## config.mk

```make
export PLATFORM = sky130hd
export DESIGN_NAME = alu_rs
export DESIGN_NICKNAME = d
export VERILOG_FILES = /design/src/rtl/alu_rs.sv
export SDC_FILE = /design/constraint.sdc
export NUM_CORES = 2
export LEC_CHECK = 0
export CORE_ASPECT_RATIO = 1.75
export CORE_MARGIN = 1.5
export CORE_UTILIZATION = 50
export CTS_BUF_LIST = sky130_fd_sc_hd__clkbuf_8
export CTS_CLUSTER_SIZE = 10
export DETAILED_ROUTE_END_ITERATION = 8
export GPL_ROUTABILITY_DRIVEN = 0
export PLACE_DENSITY = 0.71
export SLEW_MARGIN = 0
export SYNTH_ARGS = -nofsm -noshare
export SYNTH_HDL_FRONTEND = slang
export SYNTH_SLANG_ARGS = --single-unit
export TNS_END_PERCENT = 1
```

## constraint.sdc

```tcl
create_clock -name clk -period 7.15 [get_ports clk]
set_input_delay 1.43 -clock clk [delete_from_list [all_inputs] [get_ports clk]]
set_output_delay 1.43 -clock clk [all_outputs]
set_load 0.1 [all_outputs]
```

## src/rtl/alu_rs.sv

```systemverilog
// ALU reservation station: buffers dispatched ops, snoops the B/L buses, issues one ready op per cycle.
// Optional ALU_RS_DIRECT_ISSUE_EN lets a ready dispatch bypass the buffer when nothing stored is ready.
module alu_rs #(
  parameter int RS_SIZE = 8,
  parameter int OP_LOG  = 6,
  parameter int ROB_LOG = 4
) (
  input  logic               clk,
  input  logic               rst,
  input  logic               rdy,
  input  logic               clr,
  input  logic               D_valid,
  input  logic [OP_LOG-1:0]  D_op,
  input  logic [31:0]        D_Vj,
  input  logic [31:0]        D_Vk,
  input  logic               D_Rj,
  input  logic               D_Rk,
  input  logic [ROB_LOG-1:0] D_Qj,
  input  logic [ROB_LOG-1:0] D_Qk,
  input  logic [31:0]        D_Imm,
  input  logic [31:0]        D_CurPC,
  input  logic [ROB_LOG-1:0] D_DestRob,
  output logic               full,
  input  logic               B_enable,
  input  logic [31:0]        B_value,
  input  logic [ROB_LOG-1:0] B_RobId,
  input  logic               L_enable,
  input  logic [31:0]        L_value,
  input  logic [ROB_LOG-1:0] L_RobId,
  output logic               RS_valid,
  output logic [OP_LOG-1:0]  RS_op,
  output logic [31:0]        RS_Vj,
  output logic [31:0]        RS_Vk,
  output logic [31:0]        RS_Imm,
  output logic [31:0]        RS_CurPC,
  output logic [ROB_LOG-1:0] RS_DestRob
);
  localparam int IDX_W = $clog2(RS_SIZE);
  localparam logic [OP_LOG-1:0] OP_NOP = '0;

  logic [RS_SIZE-1:0] busy_q, busy_d, rj_q, rk_q;
  logic [OP_LOG-1:0]  op_q   [RS_SIZE];
  logic [31:0]        vj_q   [RS_SIZE];
  logic [31:0]        vk_q   [RS_SIZE];
  logic [31:0]        imm_q  [RS_SIZE];
  logic [31:0]        pc_q   [RS_SIZE];
  logic [ROB_LOG-1:0] qj_q   [RS_SIZE];
  logic [ROB_LOG-1:0] qk_q   [RS_SIZE];
  logic [ROB_LOG-1:0] dest_q [RS_SIZE];

  // Returns {ready, value}; the B bus wins when both buses carry the same tag.
  function automatic logic [32:0] snoop(input logic r, input logic [31:0] v,
                                        input logic [ROB_LOG-1:0] q);
    if (r)                                snoop = {1'b1, v};
    else if (B_enable && (B_RobId == q))  snoop = {1'b1, B_value};
    else if (L_enable && (L_RobId == q))  snoop = {1'b1, L_value};
    else                                  snoop = {1'b0, v};
  endfunction

  logic [RS_SIZE-1:0] ready_vec;
  logic               any_ready;
  logic [IDX_W-1:0]   sel_idx, free_idx;
  logic [32:0]        dj, dk;
  logic [32:0]        wj [RS_SIZE];
  logic [32:0]        wk [RS_SIZE];
  logic               direct, do_dispatch;

  always_comb begin
    ready_vec = busy_q & rj_q & rk_q;
    any_ready = 1'b0;
    sel_idx   = '0;
    free_idx  = '0;
    for (int i = RS_SIZE - 1; i >= 0; i--) begin
      if (ready_vec[i]) begin
        any_ready = 1'b1;
        sel_idx   = IDX_W'(i);
      end
      if (!busy_q[i]) free_idx = IDX_W'(i);
    end
    for (int i = 0; i < RS_SIZE; i++) begin
      wj[i] = snoop(rj_q[i], vj_q[i], qj_q[i]);
      wk[i] = snoop(rk_q[i], vk_q[i], qk_q[i]);
    end
  end

  assign full = &busy_q;
  assign dj   = snoop(D_Rj, D_Vj, D_Qj);
  assign dk   = snoop(D_Rk, D_Vk, D_Qk);

`ifdef ALU_RS_DIRECT_ISSUE_EN
  assign direct = D_valid & dj[32] & dk[32] & ~any_ready;
`else
  assign direct = 1'b0;
`endif

  // A full buffer drops the dispatch even if an entry issues this same edge.
  assign do_dispatch = D_valid & ~full & ~direct;

  always_comb begin
    busy_d = busy_q;
    if (any_ready)   busy_d[sel_idx]  = 1'b0;
    if (do_dispatch) busy_d[free_idx] = 1'b1;
  end

  // Entry payload: only meaningful while busy, so it carries no reset.
  always_ff @(posedge clk) begin
    if (rdy) begin
      for (int i = 0; i < RS_SIZE; i++) begin
        if (do_dispatch && (free_idx == IDX_W'(i))) begin
          op_q[i]   <= D_op;
          rj_q[i]   <= dj[32];
          vj_q[i]   <= dj[31:0];
          qj_q[i]   <= D_Qj;
          rk_q[i]   <= dk[32];
          vk_q[i]   <= dk[31:0];
          qk_q[i]   <= D_Qk;
          imm_q[i]  <= D_Imm;
          pc_q[i]   <= D_CurPC;
          dest_q[i] <= D_DestRob;
        end else if (busy_q[i]) begin
          rj_q[i] <= wj[i][32];
          vj_q[i] <= wj[i][31:0];
          rk_q[i] <= wk[i][32];
          vk_q[i] <= wk[i][31:0];
        end
      end
    end
  end

  always_ff @(posedge clk) begin
    if (rdy) begin
      if (!rst) begin
        busy_q     <= '0;
        RS_valid   <= 1'b0;
        RS_op      <= OP_NOP;
        RS_Vj      <= '0;
        RS_Vk      <= '0;
        RS_Imm     <= '0;
        RS_CurPC   <= '0;
        RS_DestRob <= '0;
      end else if (clr) begin
        busy_q   <= '0;
        RS_valid <= 1'b0;
        RS_op    <= OP_NOP;
      end else begin
        busy_q <= busy_d;
        if (any_ready) begin
          RS_valid   <= 1'b1;
          RS_op      <= op_q[sel_idx];
          RS_Vj      <= vj_q[sel_idx];
          RS_Vk      <= vk_q[sel_idx];
          RS_Imm     <= imm_q[sel_idx];
          RS_CurPC   <= pc_q[sel_idx];
          RS_DestRob <= dest_q[sel_idx];
        end else if (direct) begin
          RS_valid   <= 1'b1;
          RS_op      <= D_op;
          RS_Vj      <= dj[31:0];
          RS_Vk      <= dk[31:0];
          RS_Imm     <= D_Imm;
          RS_CurPC   <= D_CurPC;
          RS_DestRob <= D_DestRob;
        end else begin
          RS_valid <= 1'b0;
          RS_op    <= OP_NOP;
        end
      end
    end
  end

endmodule

```

* Word-level counts from Yosys, hierarchy flattened *
Memory sizes are Yosys's and may differ from the RTL's. A register that Yosys moved wholly into a read port is not among the register bits.
Cells that the tools add are included.

storage, ports and cells
  register bits = 25
  RAM bits = 1,168
  input bits = 227
  memories kept = 8

memory list
  name         words  bits a word  read ports  clocked after memory_dff  wr ports  RTL line  text
  imm_q        8      32           1           1                         1         45        logic [31:0] imm_q [RS_SIZE];
  pc_q         8      32           1           1                         1         46        logic [31:0] pc_q [RS_SIZE];
  vj_q         8      32           1           1                         8         43        logic [31:0] vj_q [RS_SIZE];
  vk_q         8      32           1           1                         8         44        logic [31:0] vk_q [RS_SIZE];
  op_q         8      6            1           1                         1         42        logic [OP_LOG-1:0] op_q [RS_SIZE];
  dest_q       8      4            1           1                         1         49        logic [ROB_LOG-1:0] dest_q [RS_SIZE];
  +2 memories  --     --           --          --                        --        --

operators by class
  magnitude comparators = 4
  equality and inequality tests = 77
  mux-type cells = 315
  bitwise operators = 25
  reduce and logical (&&, ||, !) cells = 130

operators by type and width
  cell                number
  $mux 33             54
  $mux 32             30
  $reduce_or 32->1    14
  $mux 3              58
  $eq 4x4->1          36
  $mux 1              141
  $mux 4              21
  $reduce_or 4->1     21
  $reduce_and 3->1    17
  $ne 3x3->1 const B  16
  $logic_and 1x1->1   46
  $mux 6              7
  $reduce_or 6->1     7
  $and 8x8->8         3
  $mux 8              2
  $ne 1x1->1 const B  16
  $or 1x1->1          16
  $reduce_and 2->1    8
  $reduce_bool 2->1   8
  $eq 3x3->1 const B  4
  $lt 3x4->1 const B  2
  $not 8->8           1
  $or 8x8->8          1
  $reduce_and 8->1    1
  other kinds (12)    21

* Longest topological paths before layout *
  word-level depth = 21
  gate-level depth with buffers = 11

* Least setup slack after synthesis *
No wires, ideal clock.

  kind = input -> register
  start point = input port rdy
  end point = register RS_CurPC[0], read port of pc_q (enable)
  setup time = 0.507 ns
  data arrival time = 5.027 ns
  data required time = 6.643 ns
  path slack = 1.616 ns
  stages on the path = 3
  path buffers = 2
  cells stage by stage = clkbuf_1 > clkbuf_1 > and2_1

on the way
  word-level cells in the longest chain between the ends = 1

ends and longest elaborated chain
  element                            RTL line  text
  from (decl)                        10        input logic rdy,
  $reduce_and 3->1 (no source line)  --
  to (decl)                          35        output logic [31:0] RS_CurPC,

Every way passes these cells.
A chain may end at the register's enable or synchronous reset.

* Final worst setup path *
  start point = register busy_q[3]
  end point = output port full

on the way
  word-level cells in the longest chain between the ends = 1

ends and longest elaborated chain
  element                 RTL line  text
  from (decl)             41        logic [RS_SIZE-1:0] busy_q, busy_d, rj_q, rk_q;
  from (signal assigned)  146       busy_q <= busy_d;
  $reduce_and 8->1        86        assign full = &busy_q;
  to (decl)               23        output logic full,

Every way passes these cells.

==> results.json <==
{
  "cts_tree": "done",
  "slew-limit-headroom": 0.08027,
  "drt_pre_antenna_iters": 8,
  "dp_slack_ns": 1.748,
  "cp-endpoint": "full",
  "synth_xor_area_frac": 0.01933,
  "pwr-share-comb": 0.134,
  "p_clk_frac": 0.353,
  "avgViaCountPerCell": 6.425,
  "yosysSeqAreaShare": 0.6127,
  "postSynthCellCount": 4960,
  "clk_path_buf_depth": 3,
  "reg2reg_to": "RS_Vk[23]",
  "final-max-slew-violation-count": 0,
  "synth_top_family_by_area": "multiplexers",
  "tightestPinTransition_ns": 1.380,
  "path_max_fanout": 9,
  "start_util": 0.5032,
  "syn_area_mm2": 0.06523,
  "drt-total-wl_um": 207700,
  "clk-insertion-delay-late_ns": 0.96,
  "status": "complete, no violations",
  "drc_errors": 0,
  "r2r_cells": 7,
  "drive_gt1_frac": 0.1054,
  "setup_tns_ns": 0,
  "sw_frac_of_total": 0.2770,
  "rsz0062_at_grt": "false",
  "hold_buffers": 0,
  "seqPwrFrac": 0.513,
  "muxShareOfSynthArea": 0.1725,
  "gr-usage-all-layers": 0.3067,
  "synthSimpleGateAreaFrac": 0.09963,
  "wire_per_inst_um": 29.51,
  "grt_pass1_wl_um": 299500,
  "path_class": "flip-flop to primary output",
  "synthAdderAreaFrac": 0,
  "dr_total_vias": 45220,
  "hold_depth": 2,
  "drt_iter0_markers": 4827,
  "fp.dieArea_mm2": 0.1327,
  "intPower_mw": 12.46,
  "core_mm2": 0.1296,
  "netSwitchingPower_mw": 4.775,
  "max_freq_mhz": 204.6,
  "r2r_slack_ns": 2.61,
  "synth_seq_cells": 1331,
  "hold_ws_ns": 0.5596,
  "r2r_start": "busy_q[5]",
  "fp-row-count": 175,
  "avgSynthCellArea_um2": 13.15,
  "fin_ws_ns": 2.263,
  "cts_setup_buffers": 0,
  "final_hold_viol_count": 0,
  "synth-edff-count": 1331,
  "io_buffer_count": 366,
  "ant_nets": 0,
  "power_leakage_nw": 28.16,
  "grt_overflow": 0,
  "grt_max_degree": 171,
  "fin_crit_sh": 0.6835,
  "yosys_most_used_dff": "edfxtp_1",
  "hpwl_um": 123500,
  "cts-root-buf": "clkbuf_8",
  "crit_arrival_ns": 3.46,
  "antenna_found_initial": 16,
  "crit_path_start_kind": "flip-flop",
  "cts-resized-gates": 0,
  "fin_crit_ns": 4.887,
  "cap_viol_max_count": 0,
  "yosys_warnings": 0,
  "final_util": 0.5728,
  "die_h_um": 480.8,
  "synth_compound_area_frac": 0.06136,
  "htree_levels": 4,
  "die_w_um": 276.0,
  "synth.distinct_cells": 54,
  "worst_clock_skew_ns": 0.06203,
  "clkTransAtPathRegs_ns": 0.07,
  "synthArstFlopShare": 0,
  "crit_required_ns": 5.72,
  "grt_pass1_vias": 45850,
  "setup.worst_path.start": "busy_q[3]",
  "layout.nets": 5414,
  "syn2layout_area_growth_pct": 13.82,
  "ios": 367,
  "total_power_mw": 17.23,
  "ir_drop_uv": 202.5,
  "cp-end-kind": "primary output",
  "syn-num-nets": 5187,
  "hp-class": "flip-flop to flip-flop",
  "setup_viol_count_final": 0,
  "cts.sinks": 1331,
  "power_density_mw_per_mm2": 232.1,
  "cts_buffers": 194
}
## cells in the mapped netlist (all sizes together) (16+ instances only)
| cell | count | area share |
|---|---|---|
| and2 | 44 | 0.0043 |
| mux2i | 1069 | 0.16 |
| nor3 | 106 | 0.0082 |
| inv | 16 | 0.00092 |
| a222oi | 31 | 0.0048 |
| a211oi | 179 | 0.021 |
| nor4 | 20 | 0.0053 |
| edfxtp | 1331 | 0.61 |
| a21oi | 194 | 0.015 |
| a221oi | 37 | 0.0082 |
| nor2 | 33 | 0.0019 |
| nand3 | 257 | 0.020 |
| buf | 177 | 0.015 |
| nand2 | 539 | 0.031 |
| xnor2 | 47 | 0.0063 |
| and3 | 183 | 0.018 |
| mux2 | 49 | 0.0085 |
| or3 | 103 | 0.0099 |
| clkbuf | 324 | 0.019 |
| xor2 | 97 | 0.013 |
| o211ai | 46 | 0.0053 |
## through the flow
stage                     cells  cell area [um2]
after global placement     6671            70440
after CTS                  7031            74230
after detailed placement   6671            70440
final                      7038            74250
after global routing       7036            74240
after floorplan            4960            65230
## worst min path at each step
stage               startpoint  endpoint  slack (ns)
finish              op_q[1][3]  RS_op[3]        0.56
floorplan           op_q[1][0]  RS_op[0]        0.52
global route        op_q[1][3]  RS_op[3]        0.58
global placement    op_q[1][1]  RS_op[1]        0.55
detailed placement  op_q[1][3]  RS_op[3]        0.53
CTS                 op_q[1][3]  RS_op[3]        0.56
## flip-flops by register name, indices dropped and copies added, names as in the netlist, 8 cells and up
register / cells
RS_Vj: 32
rj_q: 8
dest_q: 32
imm_q: 256
busy_q: 8
qj_q: 32
op_q: 48
rk_q: 8
vj_q: 256
RS_CurPC: 32
qk_q: 32
RS_Imm: 32
pc_q: 256
RS_Vk: 32
vk_q: 256
## kinds of logic (layout without fill, tap and decap cells)
family | count (synthesis) | after routing
flops | 1331 | 1331
xor+xnor | 144 | 144
buf+inv | 517 | 908
mux | 1118 | 1118
compound gates | 549 | 549
simple gates | 1301 | 1301
other cells | 0 | 6
## per-layer routing
| metal | vias up | share of wire | GRT usage |
|---|---|---|---|
| met5 | - | 0.00038 | 0 |
| met3 | 673 | 0.089 | 0.06087 |
| li1 | 19260 | - | - |
| met4 | 12 | 0.057 | 0.1717 |
| met2 | 2580 | 0.49 | 0.5257 |
| met1 | 22690 | 0.36 | 0.3615 |
## placed cells by master (no fill, tap or decap), drive strengths merged, types with 37 or more instances in the layout
master,count
clkinv,78
and2,44
edfxtp,1331
nand2,539
nor3,106
and3,183
xor2,97
a21oi,194
o211ai,46
a211oi,179
xnor2,47
a221oi,37
nand3,257
mux2,49
inv,90
mux2i,1069
or3,103
clkdlybuf4s50,365
clkbuf,194
buf,167
## critical path: stages, from the launching register on
cell             delay [ns]
edfxtp_1               0.61
nand4_1                0.14
nor3_1                 0.49
clkdlybuf4s50_1        1.26
## area by class of cell
cell class,count,area [um2]
diodes,6,15.01
clock buffers,194,2670
clock inverters,166,1120
fillers,10470,55380
inverters,16,75.07
multi-input cells,3112,23230
flip-flops and latches,1331,39970
well taps,1681,2103
repair buffers,532,5065
## power by group through the flow
stage / logic (mW) / clock network [mW] / registers (mW)
after floorplan: 1.01 / 0 / 9.47
after global placement: 2.25 / 0 / 9.00
after detailed placement: 2.28 / 0 / 9.01
after CTS: 2.29 / 6.15 / 8.84
after global routing: 2.42 / 6.45 / 8.85
final: 2.31 / 6.08 / 8.84
Power figures use the tool's default switching activity.
